==> config.mk <==
export PLATFORM = sky130hd
export DESIGN_NAME = edh_axi_burst_engine
export DESIGN_NICKNAME = d
export VERILOG_FILES = /design/src/rtl/edh_axi_pkg.sv /design/src/rtl/edh_axi_burst_engine.sv
export SDC_FILE = /design/constraint.sdc
export NUM_CORES = 1
export LEC_CHECK = 0
export CAP_MARGIN = 20
export CORE_AREA = 3 3 263 265
export DETAILED_ROUTE_END_ITERATION = 16
export DIE_AREA = 0 0 266 268
export PLACE_DENSITY_LB_ADDON = 0.3
export SLEW_MARGIN = 20
export SYNTH_ARGS = -nofsm -noshare
export SYNTH_HDL_FRONTEND = slang
export SYNTH_SLANG_ARGS = --single-unit
==> constraint.sdc <==
create_clock -name clk -period 3.61 [get_ports clk]
set_input_delay 0.5415 -clock clk [delete_from_list [all_inputs] [get_ports clk]]
set_output_delay 0.5415 -clock clk [all_outputs]
set_load 0.05 [all_outputs]
==> src/rtl/edh_axi_pkg.sv <==
// Shared types and constants for the EDH AXI4 burst engine.
// Holds the AXI encodings, the engine state type and the beat-size helper.
package edh_axi_pkg;

  localparam logic [1:0] BURST_INCR = 2'b01;
  localparam logic [1:0] RESP_OKAY  = 2'b00;

  typedef enum logic [2:0] {
    StIdle,
    StAr,
    StR,
    StAw,
    StW,
    StB,
    StDone
  } axi_eng_state_t;

  // AXI size field: log2 of the bytes per beat.
  function automatic logic [2:0] size_of(int unsigned data_width);
    logic [2:0] s;
    s = '0;
    for (int unsigned b = data_width / 8; b > 1; b = b / 2) begin
      s = s + 3'd1;
    end
    return s;
  endfunction

endpackage

==> src/rtl/edh_axi_burst_engine.sv <==
// Single-command AXI4 burst master: moves cmd_len beats between DRAM and a
// valid/ready stream, flagging bad responses, rlast mismatches and 4 KB crossings.
module edh_axi_burst_engine
  import edh_axi_pkg::*;
#(
  parameter int unsigned ID_WIDTH   = 4,
  parameter int unsigned ADDR_WIDTH = 32,
  parameter int unsigned DATA_WIDTH = 128,
  parameter int unsigned MAX_LEN    = 256
) (
  input  logic                  clk,
  input  logic                  rst_n,
  input  logic                  cmd_valid,
  output logic                  cmd_ready,
  input  logic                  cmd_wr,
  input  logic [ADDR_WIDTH-1:0] cmd_addr,
  input  logic [8:0]            cmd_len,
  output logic                  out_valid,
  input  logic                  out_ready,
  output logic [DATA_WIDTH-1:0] out_data,
  input  logic                  in_valid,
  output logic                  in_ready,
  input  logic [DATA_WIDTH-1:0] in_data,
  output logic                  done,
  output logic                  err,
  output logic [ID_WIDTH-1:0]   awid_m_inf,
  output logic [ADDR_WIDTH-1:0] awaddr_m_inf,
  output logic [7:0]            awlen_m_inf,
  output logic [2:0]            awsize_m_inf,
  output logic [1:0]            awburst_m_inf,
  output logic                  awvalid_m_inf,
  input  logic                  awready_m_inf,
  output logic [DATA_WIDTH-1:0] wdata_m_inf,
  output logic                  wlast_m_inf,
  output logic                  wvalid_m_inf,
  input  logic                  wready_m_inf,
  input  logic [ID_WIDTH-1:0]   bid_m_inf,
  input  logic [1:0]            bresp_m_inf,
  input  logic                  bvalid_m_inf,
  output logic                  bready_m_inf,
  output logic [ID_WIDTH-1:0]   arid_m_inf,
  output logic [ADDR_WIDTH-1:0] araddr_m_inf,
  output logic [7:0]            arlen_m_inf,
  output logic [2:0]            arsize_m_inf,
  output logic [1:0]            arburst_m_inf,
  output logic                  arvalid_m_inf,
  input  logic                  arready_m_inf,
  input  logic [ID_WIDTH-1:0]   rid_m_inf,
  input  logic [DATA_WIDTH-1:0] rdata_m_inf,
  input  logic [1:0]            rresp_m_inf,
  input  logic                  rlast_m_inf,
  input  logic                  rvalid_m_inf,
  output logic                  rready_m_inf
);

  localparam int unsigned BYTES = DATA_WIDTH / 8;
  localparam logic [2:0]  SIZE  = size_of(DATA_WIDTH);

  axi_eng_state_t        state_q, state_d;
  logic [ADDR_WIDTH-1:0] addr_q, addr_d;
  logic [8:0]            len_q, len_d;
  logic [8:0]            cnt_q, cnt_d;
  logic                  err_q, err_d;

  logic [31:0] span;
  logic        bad_cmd;
  logic        last_beat;
  logic [7:0]  burst_len;

  // Bytes from the start of the 4 KB page to the end of the burst.
  assign span      = 32'(cmd_addr[11:0]) + 32'(cmd_len) * BYTES;
  assign bad_cmd   = (cmd_len == 9'd0) || (32'(cmd_len) > MAX_LEN) || (span > 32'd4096);
  assign last_beat = (cnt_q == len_q - 9'd1);
  assign burst_len = 8'(len_q - 9'd1);

  assign awid_m_inf = '0;
  assign arid_m_inf = '0;

  always_comb begin
    state_d       = state_q;
    addr_d        = addr_q;
    len_d         = len_q;
    cnt_d         = cnt_q;
    err_d         = err_q;
    cmd_ready     = 1'b0;
    out_valid     = 1'b0;
    out_data      = '0;
    in_ready      = 1'b0;
    done          = 1'b0;
    err           = 1'b0;
    awaddr_m_inf  = '0;
    awlen_m_inf   = '0;
    awsize_m_inf  = '0;
    awburst_m_inf = '0;
    awvalid_m_inf = 1'b0;
    wdata_m_inf   = '0;
    wlast_m_inf   = 1'b0;
    wvalid_m_inf  = 1'b0;
    bready_m_inf  = 1'b0;
    araddr_m_inf  = '0;
    arlen_m_inf   = '0;
    arsize_m_inf  = '0;
    arburst_m_inf = '0;
    arvalid_m_inf = 1'b0;
    rready_m_inf  = 1'b0;

    unique case (state_q)
      StIdle: begin
        cmd_ready = 1'b1;
        if (cmd_valid) begin
          addr_d = cmd_addr;
          len_d  = cmd_len;
          cnt_d  = '0;
          err_d  = bad_cmd;
          if (bad_cmd) begin
            state_d = StDone;
          end else if (cmd_wr) begin
            state_d = StAw;
          end else begin
            state_d = StAr;
          end
        end
      end
      StAr: begin
        araddr_m_inf  = addr_q;
        arlen_m_inf   = burst_len;
        arsize_m_inf  = SIZE;
        arburst_m_inf = BURST_INCR;
        arvalid_m_inf = 1'b1;
        if (arready_m_inf) state_d = StR;
      end
      StR: begin
        out_valid    = rvalid_m_inf;
        out_data     = rdata_m_inf;
        rready_m_inf = out_ready;
        if (rvalid_m_inf && out_ready) begin
          cnt_d = cnt_q + 9'd1;
          // A foreign ID is treated like any other bad response.
          if (rresp_m_inf != RESP_OKAY || rid_m_inf != '0 || rlast_m_inf != last_beat) begin
            err_d = 1'b1;
          end
          if (last_beat) state_d = StDone;
        end
      end
      StAw: begin
        awaddr_m_inf  = addr_q;
        awlen_m_inf   = burst_len;
        awsize_m_inf  = SIZE;
        awburst_m_inf = BURST_INCR;
        awvalid_m_inf = 1'b1;
        if (awready_m_inf) state_d = StW;
      end
      StW: begin
        wvalid_m_inf = in_valid;
        wdata_m_inf  = in_data;
        wlast_m_inf  = last_beat;
        in_ready     = wready_m_inf;
        if (in_valid && wready_m_inf) begin
          cnt_d = cnt_q + 9'd1;
          if (last_beat) state_d = StB;
        end
      end
      StB: begin
        bready_m_inf = 1'b1;
        if (bvalid_m_inf) begin
          if (bresp_m_inf != RESP_OKAY || bid_m_inf != '0) err_d = 1'b1;
          state_d = StDone;
        end
      end
      StDone: begin
        done    = 1'b1;
        err     = err_q;
        state_d = StIdle;
      end
      default: state_d = StIdle;
    endcase
  end

  always_ff @(posedge clk or negedge rst_n) begin
    if (!rst_n) begin
      state_q <= StIdle;
      addr_q  <= '0;
      len_q   <= '0;
      cnt_q   <= '0;
      err_q   <= 1'b0;
    end else begin
      state_q <= state_d;
      addr_q  <= addr_d;
      len_q   <= len_d;
      cnt_q   <= cnt_d;
      err_q   <= err_d;
    end
  end

endmodule
* After elaboration in Yosys (flattened, before gate mapping)
Index checks and enable logic that the tools add are counted.
Cells by class: reduce and logical (&&, ||, !) cells 19, magnitude comparators 2, equality and inequality tests 18, add/sub/neg operators 3, muxes and demuxes 42
Operators by type and width (number):
- two-way mux 128 bit | 2
- two-way mux 32 bit | 2
- two-way mux 3 bit | 11
- two-way mux 9 bit | 3
- case mux 9 bit (3 select lines) | 1
- != test 2 bit, second input constant | 10
- two-way mux 1 bit | 18
- case mux 3 bit (6 select lines) | 1
- two-way mux 8 bit | 2
- adder 12 x 13 -> 14 bit | 1
- > comparator 14 x 13 -> 1 bit, second input constant | 1
- adder 9 x 1 -> 9 bit, second input constant | 1
- equality test 3 bit, second input constant | 3
- equality test 9 bit | 1
- > comparator 9 bit, second input constant | 1
- logical NOT 9 bit | 1
- subtractor 9 x 1 -> 9 bit, second input constant | 1
- AND reduction 8 bit | 1
- nonzero test 4 bit | 2
- equality test 3 x 2 -> 1 bit, second input constant | 2
- AND reduction 6 bit | 1
- nonzero test 3 bit | 2
- logical OR 1 bit | 5
- AND reduction 4 bit | 1
- 8 further kinds | 10
Word-level totals: output and inout bits 365, register bits after elaboration 54, word-level logic and storage cells 89

* Depth between registers and ports, before layout
depth in word-level cells 7, mapped depth 11, depth with buffers taken out 11

* Worst setup path after synthesis
No wires, ideal clock.
path type register to output, start point register len_q[2], end point output wlast_m_inf, path slack 0.382 ns, stages on the path, launching flop included 8, required time 3.069 ns, arrival 2.687 ns, cell sequence dfrtp_1 -> or3_1 -> buf_6 -> nor3_1 -> xnor2_1 -> o221ai_1 -> or4_4 -> nor2_1
Between the ends: word-level cells in the longest chain between the ends 3
RTL lines:
- start: declaration | RTL line edh_axi_burst_engine.sv:61 | logic [8:0] len_q, len_d;
- start signal: assignment | RTL line edh_axi_burst_engine.sv:189 | len_q <= len_d;
- subtractor 9 x 1 -> 9 bit
- equality test 9 bit | RTL line edh_axi_burst_engine.sv:73 | assign last_beat = (cnt_q == len_q - 9'd1);
- two-way mux 1 bit | RTL line edh_axi_burst_engine.sv:107 | unique case (state_q)
- end: declaration | RTL line edh_axi_burst_engine.sv:34 | output logic wlast_m_inf,
Every way passes these cells.

* Worst setup path after layout
Ends and elaborated chain as after synthesis.

==> out/metrics.yaml <==
power:
  pwr-share-clk_pct: 5.5
  ir_worst_vdd_mv: 0.509
  p_sw_mw: 6.25
  switching_share_pct: 57.1
  internal_power_mw: 4.69
  combPwrFrac_pct: 83.3
  static-leakage-power_nw: 6.64
  power_density_nw_per_um2: 705
  p_seq_share_pct: 11.1
layout:
  post_route_cells_drive_above_1_share_pct: 27.9
  layout_commonest_cell: "clkdlybuf4s50_1"
  n_fill_cell: 7200
  regArea_sq_um: 1360
  design_area_sq_um: 15500
  fin_nets: 1661
  final_cell_mix: "clkdlybuf4s50_1, buf_12, and2_1, and3_1, buf_4"
  multiInputGateArea_sq_um: 3850
  area_growth_pct: 179
detailed_routing:
  vias: 8090
  firstDrtPassIters: 4
  wl_per_cell_microns: 27.5
  wl_mm: 60.9
  drt.antenna.violating_nets: 0
  drt_iter0_markers: 385
  via_per_inst: 3.66
  remaining_drc_errors: 0
clocking:
  root_buffer: "clkbuf_16"
  cts_buffers: 5
  postCtsHoldBufs: 0
  h-tree-depth: 2
  cts_buffer_depth: 2
  clk_transition_reported_paths_ps: 90
  post_cts_buffers: 0
  cts_resized: 0
  clkSinkCount: 54
  clk_latency_ps: 310
  cts_tree: "built"
run_status:
  status: "complete, no violations"
place:
  dpl.hpwl_mm: 53.3
  gp_congestion: 0.873
  portBuffers: 671
  dpl_cell_area_sq_um: 15300
timing:
  tightest_slew_ps: 969
  setup_viol: 0
  clock.fmax_mhz: 292
  max-slew-margin-rel_pct: 34.4
  period_needed_ps: 3430
  setup_tns_ps: 0
  maxSlewViolCount: 0
  period_share_pct: 95.0
  rsz0062_at_grt: "false"
  fin_skew_ps: 7.24
  hold_violations: 0
die:
  placement_rows: 95
  io_pins: 686
  die_w_microns: 266
  core-area_sq_um: 67000
  start_util_pct: 8.28
  die_area_sq_um: 71300
  die_h_microns: 268
setup_path:
  reg2reg_from: "len_q[2]"
  end_kind: "output port"
  worstSetupPathType: "flip-flop to output port"
  crit_start: "len_q[2]"
  critPathLaunchType: "flip-flop"
  worstRegToRegCells: 8
  cp_max_fo: 6
  rrSetupSlack_ps: 750
  cp.arrival_ps: 2890
  regToRegEndpoint: "state_q[1]"
  worstPathRequired_ps: 3070
  endpoint: "wlast_m_inf"
global_route:
  track_usage_pct: 16.0
  grt.overflow.total: 0
  first_global_vias: 8187
  grt_max_degree: 143
  grt_first_pass_wirelength_mm: 76.9
  antenna_found_initial: 40
yosys:
  netlist_instances: 709
  synth_cell_types: 57
  synth_edf_count: 0
  ys_async_sr_fraction_pct: 100
  ys_ff_latch: 54
  netlist_area_sq_um: 5550
  avgSynthCellArea_sq_um: 7.83
  ys_warn_count: 0
  synth_ff_type: "dfrtp_1"
  ys_seq_area_share_pct: 24.3
hold_path:
  min_path_type: "primary input to asynchronous set/reset pin"
run:
  maxCapViolCount: 0
power groups by stage:
stage	clock network [mW]	registers (mW)	logic, mW
finish	0.605	1.22	9.11
global route	0.649	1.27	9.53
CTS	0.631	1.22	9.16
detailed placement	0	1.23	9.14
global placement	0	1.22	9.11
floorplan	0	1.02	5.10
metrics by stage:
stage / setup slack, ps / utilization (%) / power [mW] / std cells / hold slack [ps]
final: 181 / 23.1 / 10.9 / 2211 / 290
after global routing: 44.1 / 23.1 / 11.5 / 2206 / 338
after CTS: 66.0 / 23.1 / 11.0 / 2203 / 311
after detailed placement: 81.1 / 22.8 / 10.4 / 2195 / 507
after global placement: 52.4 / 22.8 / 10.3 / 2195 / 501
after floorplan: 382 / - / 6.12 / 722 / 246
area by class of cell:
| cell class | count | area share [%] |
|---|---|---|
| Timing Repair Buffer | 684 | 57.9 |
| Multi-Input combinational cell | 574 | 24.8 |
| Sequential cell | 54 | 8.73 |
| Tap cell | 873 | 7.04 |
| Clock buffer | 5 | 0.807 |
| Clock inverter | 3 | 0.315 |
| Inverter | 10 | 0.242 |
| Antenna cell | 8 | 0.129 |
sequential cells by signal (all words and copies together) (netlist names):
signal   cells
state_q      3
len_q        9
err_q        1
addr_q      32
cnt_q        9
synth_stat cells (4+ instances only):
| master | number | area share (%) |
|---|---|---|
| ha_1 | 10 | 2.3 |
| nand2b_1 | 4 | 0.45 |
| mux2_2 | 41 | 8.3 |
| nor2_1 | 40 | 2.7 |
| and3_1 | 167 | 19 |
| inv_1 | 10 | 0.68 |
| xor2_1 | 11 | 1.7 |
| a21oi_1 | 6 | 0.54 |
| buf_4 | 19 | 2.6 |
| and2_1 | 168 | 19 |
| clkbuf_1 | 61 | 4.1 |
| xnor2_1 | 11 | 1.7 |
| dfrtp_1 | 54 | 24 |
| o21ai_0 | 14 | 1.3 |
| nand2_1 | 21 | 1.4 |
| o31ai_1 | 5 | 0.68 |
| nor3_1 | 6 | 0.54 |
| nand3_1 | 8 | 0.72 |
layer usage:
layer | vias up | global-route usage [%] | share of wire (%)
met5 | - | 0 | 0.19
met4 | 18 | 3.51 | 1.9
met3 | 83 | 14.3 | 19
met2 | 545 | 24.2 | 44
met1 | 3807 | 16.6 | 35
li1 | 3637 | - | -
critical path, stage by stage (launching register included):
cell and delay (ps):
dfrtp_1 510, or3_4 490, nor4b_2 260, xnor2_1 240, xnor2_1 130, or4_4 560, nor2_1 210, buf_12 170
cells by family after synthesis:
family                     after synthesis  synth area share [%]
AOI/OAI and AO/OA                       51                  6.63
and+or+nand+nor                        433                  46.3
DFF                                     54                  24.3
xor gates and xnor gates                22                  3.47
buffers and inverters                   94                  7.93
muxes                                   43                  8.68
other                                    1                0.0675
adders and majority gates               11                  2.61
how the worst min path moves through the flow:
stage	cells past startpoint	to	slack, ps	start
final	1	addr_q[3]	290	rst_n
after floorplan	0	addr_q[0]	250	rst_n
after global routing	1	addr_q[3]	340	rst_n
after global placement	1	addr_q[10]	500	addr_q[10]
after CTS	1	addr_q[5]	310	rst_n
after detailed placement	1	addr_q[9]	510	addr_q[9]
Note: power is estimated with default switching activity, not from simulation.
